===== src/rtl/pc_ctrl_pkg.sv =====
// Shared constants and state encoding for the fetch-side next-PC unit.
package pc_ctrl_pkg;

    localparam logic [31:0] PC_RESET_DEFAULT   = 32'h0000_3000;
    localparam logic [31:0] INT_VECTOR_DEFAULT = 32'h0000_4180;

    typedef enum logic [1:0] {
        StRun   = 2'd0,
        StDefer = 2'd1,
        StIsr   = 2'd2
    } pc_state_e;

    function automatic logic [31:0] pc_plus4(input logic [31:0] pc);
        return pc + 32'd4;
    endfunction

endpackage


===== src/rtl/pc_ctrl.sv =====
// Owns the IF program counter: selects the next PC among interrupt, branch, ERET, jump,
// stall and sequential flow, and raises the flushes and EPC capture each redirect needs.
module pc_ctrl
    import pc_ctrl_pkg::*;
#(
    parameter logic [31:0] RESET_PC   = PC_RESET_DEFAULT,
    parameter logic [31:0] INT_VECTOR = INT_VECTOR_DEFAULT
) (
    input  logic        clk,
    input  logic        rst,
    input  logic        StallIf,
    input  logic        BranchEx,
    input  logic [31:0] BrTargetEx,
    input  logic        JumpId,
    input  logic [31:0] JTargetId,
    input  logic        ERetId,
    input  logic [31:0] EPCIn,
    input  logic        IntReq,
    input  logic [31:0] PCId,
    input  logic        ValidId,
    output logic [31:0] PCIf,
    output logic [31:0] PCPlus4If,
    output logic        FlushIfId,
    output logic        FlushIdEx,
    output logic        EPCWr,
    output logic [31:0] EPCOut,
    output logic        IntAck
);

    logic [31:0] r_pc;
    pc_state_e   r_state;

    logic [31:0] w_pc_next;
    pc_state_e   w_state_next;
    logic        w_redirect;
    logic        w_int_take;

    always_ff @(posedge clk) begin
        if (rst) begin
            r_pc    <= RESET_PC;
            r_state <= StRun;
        end else begin
            r_pc    <= w_pc_next;
            r_state <= w_state_next;
        end
    end

    always_comb begin
        w_redirect   = BranchEx | JumpId | ERetId;
        // The handler is never nested; a pending request waits behind any redirect.
        w_int_take   = (r_state != StIsr) && IntReq && !w_redirect;

        w_pc_next    = pc_plus4(r_pc);
        w_state_next = r_state;
        FlushIfId    = 1'b0;
        FlushIdEx    = 1'b0;
        EPCWr        = 1'b0;
        EPCOut       = 32'h0;
        IntAck       = 1'b0;

        if (w_int_take) begin
            w_pc_next    = INT_VECTOR;
            w_state_next = StIsr;
            FlushIfId    = 1'b1;
            FlushIdEx    = 1'b1;
            EPCWr        = 1'b1;
            IntAck       = 1'b1;
            EPCOut       = ValidId ? PCId : r_pc;
        end else begin
            if (BranchEx) begin
                w_pc_next = BrTargetEx;
                FlushIfId = 1'b1;
                FlushIdEx = 1'b1;
            end else if (ERetId) begin
                w_pc_next = EPCIn;
                FlushIfId = 1'b1;
            end else if (JumpId) begin
                w_pc_next = JTargetId;
                FlushIfId = 1'b1;
            end else if (StallIf) begin
                w_pc_next = r_pc;
            end

            if (r_state == StIsr) begin
                // A branch in the same cycle squashes the ERET, so only an unsquashed one exits.
                if (ERetId && !BranchEx) begin
                    w_state_next = StRun;
                end
            end else if (IntReq && w_redirect) begin
                w_state_next = StDefer;
            end else begin
                w_state_next = StRun;
            end
        end

        if (rst) begin
            FlushIfId = 1'b0;
            FlushIdEx = 1'b0;
            EPCWr     = 1'b0;
            EPCOut    = 32'h0;
            IntAck    = 1'b0;
        end
    end

    assign PCIf      = r_pc;
    assign PCPlus4If = pc_plus4(r_pc);

endmodule


===== config.mk =====
export PLATFORM = sky130hd
export DESIGN_NAME = pc_ctrl
export DESIGN_NICKNAME = d
export VERILOG_FILES = /design/src/rtl/pc_ctrl_pkg.sv /design/src/rtl/pc_ctrl.sv
export SDC_FILE = /design/constraint.sdc
export NUM_CORES = 1
export LEC_CHECK = 0
export ABC_AREA = 1
export CAP_MARGIN = 10
export CORE_AREA = 2 2 92 111
export DETAILED_ROUTE_END_ITERATION = 16
export DIE_AREA = 0 0 94 113
export PLACE_DENSITY = 0.81
export REMOVE_ABC_BUFFERS = 1
export SETUP_SLACK_MARGIN = 0.3
export SYNTH_ARGS = -nofsm -noshare
export SYNTH_HDL_FRONTEND = slang
export SYNTH_SLANG_ARGS = --single-unit

===== constraint.sdc =====
create_clock -name clk -period 1.7 [get_ports clk]
set_input_delay 0.255 -clock clk [delete_from_list [all_inputs] [get_ports clk]]
set_output_delay 0.255 -clock clk [all_outputs]
set_load 0.1 [all_outputs]

==> flow_metrics.env, run 1 <==
export IMPL_cts_inserted_buffers=5
export IMPL_area_share_of_the_leading_cell_type_in_the_synthesized_netlist_pct=21.2
export IMPL_synthDistinctLibCells=38
export IMPL_share_of_the_yosys_chip_area_belonging_to_registers_pct=20.2
export IMPL_die_width_microns=94
export IMPL_stop_stage="global routing (5_1_grt)"
export IMPL_grt_worst_setup_endpoint="PCPlus4If[17]"
export IMPL_worst_endpoint_kind="output port"
export IMPL_cell_count_after_synthesis=575
export IMPL_chipHeight_microns=113
export IMPL_portBuffers=235
export IMPL_cts_sinks=34
export IMPL_postSynthAreaPerCell_sq_um=5.85
export IMPL_holdBufCountCts=0
export IMPL_cts_max_path_buffers=2
export IMPL_grt_start_max_net_pins=30
export IMPL_io_pins=236
export IMPL_start_util_pct=35.4
export IMPL_place_gp_congestion=0.857
export IMPL_detailedPlace_worstSlack_ps=-547
export IMPL_yosysWarningCount=0
export IMPL_yosysTopAreaCell="sky130_fd_sc_hd__nand2_1"
export IMPL_mappedNetlistArea_sq_um=3360
export IMPL_ys_seq_elements=34
export IMPL_clock_tree_htree_level_count=2
export IMPL_first_error="[ERROR DPL-0038] Utilization greater than 100%, impossible to legalize"
export IMPL_hpwlAfterDp_microns=14100
export IMPL_post_synth_main_area_contributors="sky130_fd_sc_hd__nand2_1 (21%), sky130_fd_sc_hd__dfxtp_1 (20%), sky130_fd_sc_hd__a21oi_1 (11%)"
export IMPL_status="aborted with a tool error"
export IMPL_row_count=39
export IMPL_clock_root_buffer="sky130_fd_sc_hd__clkbuf_16"
==> stage by stage <==
stage | utilization (%) | cells | cell area (sq um)
4_1_cts | 92.1 | 1033 | 8770
3_5_place_dp | 79.7 | 1002 | 7580
2_1_floorplan | - | 539 | 3200
3_3_place_gp | 79.7 | 1002 | 7580
==> what timing repair did <==
item,in CTS
setup endpoints to repair,98
endpoints found under the hold margin,0
pin swaps,34
resized for setup,198
setup buffers,20
cloned,4
==> Yosys cell counts <==
cell                        number
sky130_fd_sc_hd__a41oi_1         1
sky130_fd_sc_hd__nor2b_1         1
sky130_fd_sc_hd__o21bai_1        1
sky130_fd_sc_hd__nor2_1         51
sky130_fd_sc_hd__buf_2          10
sky130_fd_sc_hd__xor2_2          1
sky130_fd_sc_hd__nor2_4         10
sky130_fd_sc_hd__nor3_2          2
sky130_fd_sc_hd__nand3b_1        4
sky130_fd_sc_hd__a221oi_1       14
sky130_fd_sc_hd__a21oi_1        75
sky130_fd_sc_hd__buf_4           5
sky130_fd_sc_hd__ha_1            1
sky130_fd_sc_hd__nand3_1        15
sky130_fd_sc_hd__xnor2_1         8
sky130_fd_sc_hd__nand2_4         1
sky130_fd_sc_hd__nand4_1         5
sky130_fd_sc_hd__nand2_2         7
sky130_fd_sc_hd__o21ai_1         1
sky130_fd_sc_hd__nand2_1       190
sky130_fd_sc_hd__inv_1          30
sky130_fd_sc_hd__nor2_2          5
sky130_fd_sc_hd__o211ai_1        2
sky130_fd_sc_hd__a31oi_1         5
sky130_fd_sc_hd__dfxtp_1        34
sky130_fd_sc_hd__nor3_1          2
sky130_fd_sc_hd__inv_2           4
sky130_fd_sc_hd__o21a_1          1
sky130_fd_sc_hd__xor2_1         11
sky130_fd_sc_hd__nand3b_2        1
sky130_fd_sc_hd__a22o_1          1
sky130_fd_sc_hd__nor3b_1         1
sky130_fd_sc_hd__clkbuf_1       21
sky130_fd_sc_hd__a211oi_1        9
sky130_fd_sc_hd__a21oi_4         1
sky130_fd_sc_hd__o21ai_0        35
sky130_fd_sc_hd__o2111ai_1       1
sky130_fd_sc_hd__or2_2           8
==> kinds of logic after synthesis <==
logic type / synth area share, %
AO/OA/AOI/OAI: 25.3
XOR/XNOR: 5.43
adder cells (fa/ha/maj): 0.372
buffers and inverters: 8.74
flip-flops: 20.2
AND/OR/NAND/NOR: 40.0
==> run 2: changes to the inputs <==
--- a/config.mk
+++ b/config.mk
@@ -7,12 +7,11 @@
 export LEC_CHECK = 0
 export ABC_AREA = 1
 export CAP_MARGIN = 10
-export CORE_AREA = 2 2 92 111
+export CORE_AREA = 2 2 103 105
 export DETAILED_ROUTE_END_ITERATION = 16
-export DIE_AREA = 0 0 94 113
-export PLACE_DENSITY = 0.81
+export DIE_AREA = 0 0 105 107
+export PLACE_DENSITY_LB_ADDON = 0.15
 export REMOVE_ABC_BUFFERS = 1
-export SETUP_SLACK_MARGIN = 0.3
 export SYNTH_ARGS = -nofsm -noshare
 export SYNTH_HDL_FRONTEND = slang
 export SYNTH_SLANG_ARGS = --single-unit
==> flow_metrics.env, run 2 <==
export IMPL_status="finished with violations"
export IMPL_failed_checks="setup timing"
export IMPL_clock_root_buffer="sky130_fd_sc_hd__clkbuf_8"
export IMPL_postSynth_asyncResetShare_pct=0
export IMPL_die_width_microns=105
export IMPL_synth_edff_count=0
export IMPL_critical_path_class="flop to primary output"
export IMPL_cp_max_fo=2
export IMPL_io_pins=236
export IMPL_final_setup_viol_count=83
export IMPL_fp_dieArea_sq_um=11200
export IMPL_first_iter_violations=691
export IMPL_yosysTopAreaCell="sky130_fd_sc_hd__nand2_1"
export IMPL_ys_seq_elements=34
export IMPL_vias_in_the_first_global_route=6297
export IMPL_start_util_pct=33.3
export IMPL_layout_cell_area_non_filler_sq_um=9190
export IMPL_cts_max_path_buffers=2
export IMPL_power_density_nw_per_um2=532
export IMPL_dpl_cell_count=1015
export IMPL_final_cell_mix="sky130_fd_sc_hd__nand2_1 (162), sky130_fd_sc_hd__clkdlybuf4s50_1 (130), sky130_fd_sc_hd__buf_12 (110)"
export IMPL_worst_path_most_repeated_cell="sky130_fd_sc_hd__buf_4"
export IMPL_firstDrtPassIters=8
export IMPL_layout_cells_most_common="sky130_fd_sc_hd__nand2_1"
export IMPL_vias=6368
export IMPL_share_of_the_yosys_chip_area_belonging_to_registers_pct=20.2
export IMPL_leading_post_synthesis_cells_by_instance_count="sky130_fd_sc_hd__nand2_1 (190), sky130_fd_sc_hd__a21oi_1 (75), sky130_fd_sc_hd__nor2_1 (51), sky130_fd_sc_hd__o21ai_0 (35), sky130_fd_sc_hd__dfxtp_1 (34)"
export IMPL_finalWirelength_microns=26000
export IMPL_synth_main_ff_cell="sky130_fd_sc_hd__dfxtp_1"
export IMPL_holdBufCountCts=0
export IMPL_tritoncts_clock_tree="yes"
export IMPL_area_share_of_the_leading_cell_type_in_the_synthesized_netlist_pct=21.2
export IMPL_row_count=37
export IMPL_layout_area_overhead_vs_synth_pct=173
export IMPL_timing_max_cap_violations=0
export IMPL_final_net_count=1065
export IMPL_hpwlAfterDp_microns=13400
export IMPL_cts_inserted_buffers=5
export IMPL_finalNonFillerCells=1065
export IMPL_fin_crit_ps=2220
export IMPL_chipHeight_microns=107
export IMPL_placed_area_sq_um=7590
export IMPL_drc=0
export IMPL_critical_path_buf_inv_count=4
export IMPL_worst_endpoint_arrival_ps=1960
export IMPL_avgRoutedWirePerCell_microns=24.4
export IMPL_detail_route_antenna_nets=0
export IMPL_clock_tree_htree_level_count=2
export IMPL_drive_above_1_share_pct=48.7
export IMPL_yosysWarningCount=0
export IMPL_final_hold_violation_count=0
export IMPL_reg2reg_slack_ps=-360
export IMPL_crit_path_max_incr_delay_ps=370
export IMPL_clkSlewWorstSetupHoldPaths_ps=80
export IMPL_setup_skew_ps=10.4
export IMPL_capturing_element_type_of_the_critical_path="primary output"
export IMPL_rsz0062_at_grt="yes"
export IMPL_core_area_sq_um=10100
export IMPL_post_synth_main_area_contributors="sky130_fd_sc_hd__nand2_1 (21%), sky130_fd_sc_hd__dfxtp_1 (20%), sky130_fd_sc_hd__a21oi_1 (11%)"
export IMPL_antenna_found_initial=0
export IMPL_final_setup_worst_slack_ps=-516
export IMPL_portBuffers=235
export IMPL_tightest_slew_ps=575
export IMPL_diodes=0
export IMPL_crit_family="buffers and inverters"
export IMPL_cells_traversed_along_the_worst_timing_path="ha_4, inv_4, nor2_4, buf_4, nand3_2, nor2_2, xor2_1, buf_4, buf_12"
export IMPL_vdd_ir_drop_worst_uv=378
export IMPL_slew_violations=0
export IMPL_grt_start_max_net_pins=35
export IMPL_grt_overflow_total=0
export IMPL_grt_util_all_layers_pct=38.1
export IMPL_post_route_clock_period_utilization_pct=130
export IMPL_cts_sinks=34
export IMPL_timing_hold_worst_class="input port to flop"
export IMPL_largest_register_ff_count=30
export IMPL_postSynthAreaPerCell_sq_um=5.85
export IMPL_mappedNetlistArea_sq_um=3360
export IMPL_leakagePower_nw=3.73
export IMPL_slew_headroom_pct=61.2
export IMPL_synthMostInstantiatedCell="sky130_fd_sc_hd__nand2_1"
export IMPL_worst_skew_pair_late_latency_ps=310
export IMPL_synthDistinctLibCells=38
export IMPL_grt_pass1_wl_microns=33500
export IMPL_worstPathRequired_ps=1440
export IMPL_vias_per_cell=5.98
export IMPL_clock_fmax_mhz=451
export IMPL_critical_path_slowest_cell="sky130_fd_sc_hd__dfxtp_4"
export IMPL_timing_critical_path_from_type="flop"
export IMPL_place_gp_congestion=0.878
export IMPL_cell_count_after_synthesis=575
run 2: power breakdown:
part           total (mW)  internal [mW]  leakage (nW)  switching (mW)
Sequential          0.960          0.865         0.292          0.0952
Combinational        3.16           1.25          3.38            1.91
Clock               0.767          0.410        0.0575           0.357
Total                4.89           2.53          3.73            2.36
run 2: worst paths after layout:
kind         startpoint  depth (start not counted)             to
max             PCIf[3]                          9  PCPlus4If[20]
min            BranchEx                          5     r_state[1]
max reg2reg     PCIf[9]                         13       PCIf[14]
min reg2reg  r_state[0]                          3     r_state[1]
run 2: logic make-up after synthesis:
logic type               count (synthesis)  synth area share (%)
AND/OR/NAND/NOR                        303                  40.0
AO/OA/AOI/OAI                          147                  25.3
buffers and inverters                   70                  8.74
flip-flops                              34                  20.2
XOR/XNOR                                20                  5.43
adder cells (fa/ha/maj)                  1                 0.372
run 2: metrics by stage:
| step | utilization, % | hold slack (ps) | setup slack (ps) | TNS [ps] | power [mW] |
|---|---|---|---|---|---|
| 6_report | 91.1 | 489 | -516 | -21430 | 4.89 |
| 5_1_grt | 91.1 | 486 | -554 | -25430 | 4.98 |
| 4_1_cts | 88.7 | 504 | -379 | -16620 | 4.59 |
| 3_5_place_dp | 75.2 | 510 | -563 | -32630 | 3.66 |
| 3_3_place_gp | 75.2 | 495 | -526 | -30060 | 3.63 |
| 2_1_floorplan | - | 324 | -3360 | -206610 | 2.31 |
run 2: layout make-up:
cell class,instances,area [sq um]
Fill cell,407,901
Inverter,34,145
Multi-Input combinational cell,471,3300
Timing Repair Buffer,382,4730
Sequential cell,34,741
Tap cell,136,170
Clock buffer,8,110
run 2: layer usage:
metal	wire length [microns]	global-route usage [%]	up-vias	share of wire [%]
li1	-	-	2607	-
met1	8420	40.2	2929	32
met2	12500	68.9	613	48
met3	3000	10.4	219	12
met4	2080	20.5	0	8.0
met5	0	0	-	0
run 2: worst register-to-register path: stages (launching register included):
cell and delay (ps):
sky130_fd_sc_hd__dfxtp_2 400, sky130_fd_sc_hd__nand2_2 130, sky130_fd_sc_hd__nor2_4 190, sky130_fd_sc_hd__nand2_4 100
sky130_fd_sc_hd__nor2_4 100, sky130_fd_sc_hd__buf_4 120, sky130_fd_sc_hd__buf_6 110, sky130_fd_sc_hd__xor2_4 210
sky130_fd_sc_hd__buf_6 130, sky130_fd_sc_hd__buf_6 80, sky130_fd_sc_hd__nand2_1 50, sky130_fd_sc_hd__nand2_1 100
sky130_fd_sc_hd__nand2_1 90, sky130_fd_sc_hd__a21oi_2 160
run 2: what timing repair did:
item                       CTS  global route
pin swaps                   47            43
resized for setup          224            67
setup endpoints to repair   94            95
buffers inserted            43            18
cloned                       5             0
Note: power is estimated with default switching activity, not from simulation.
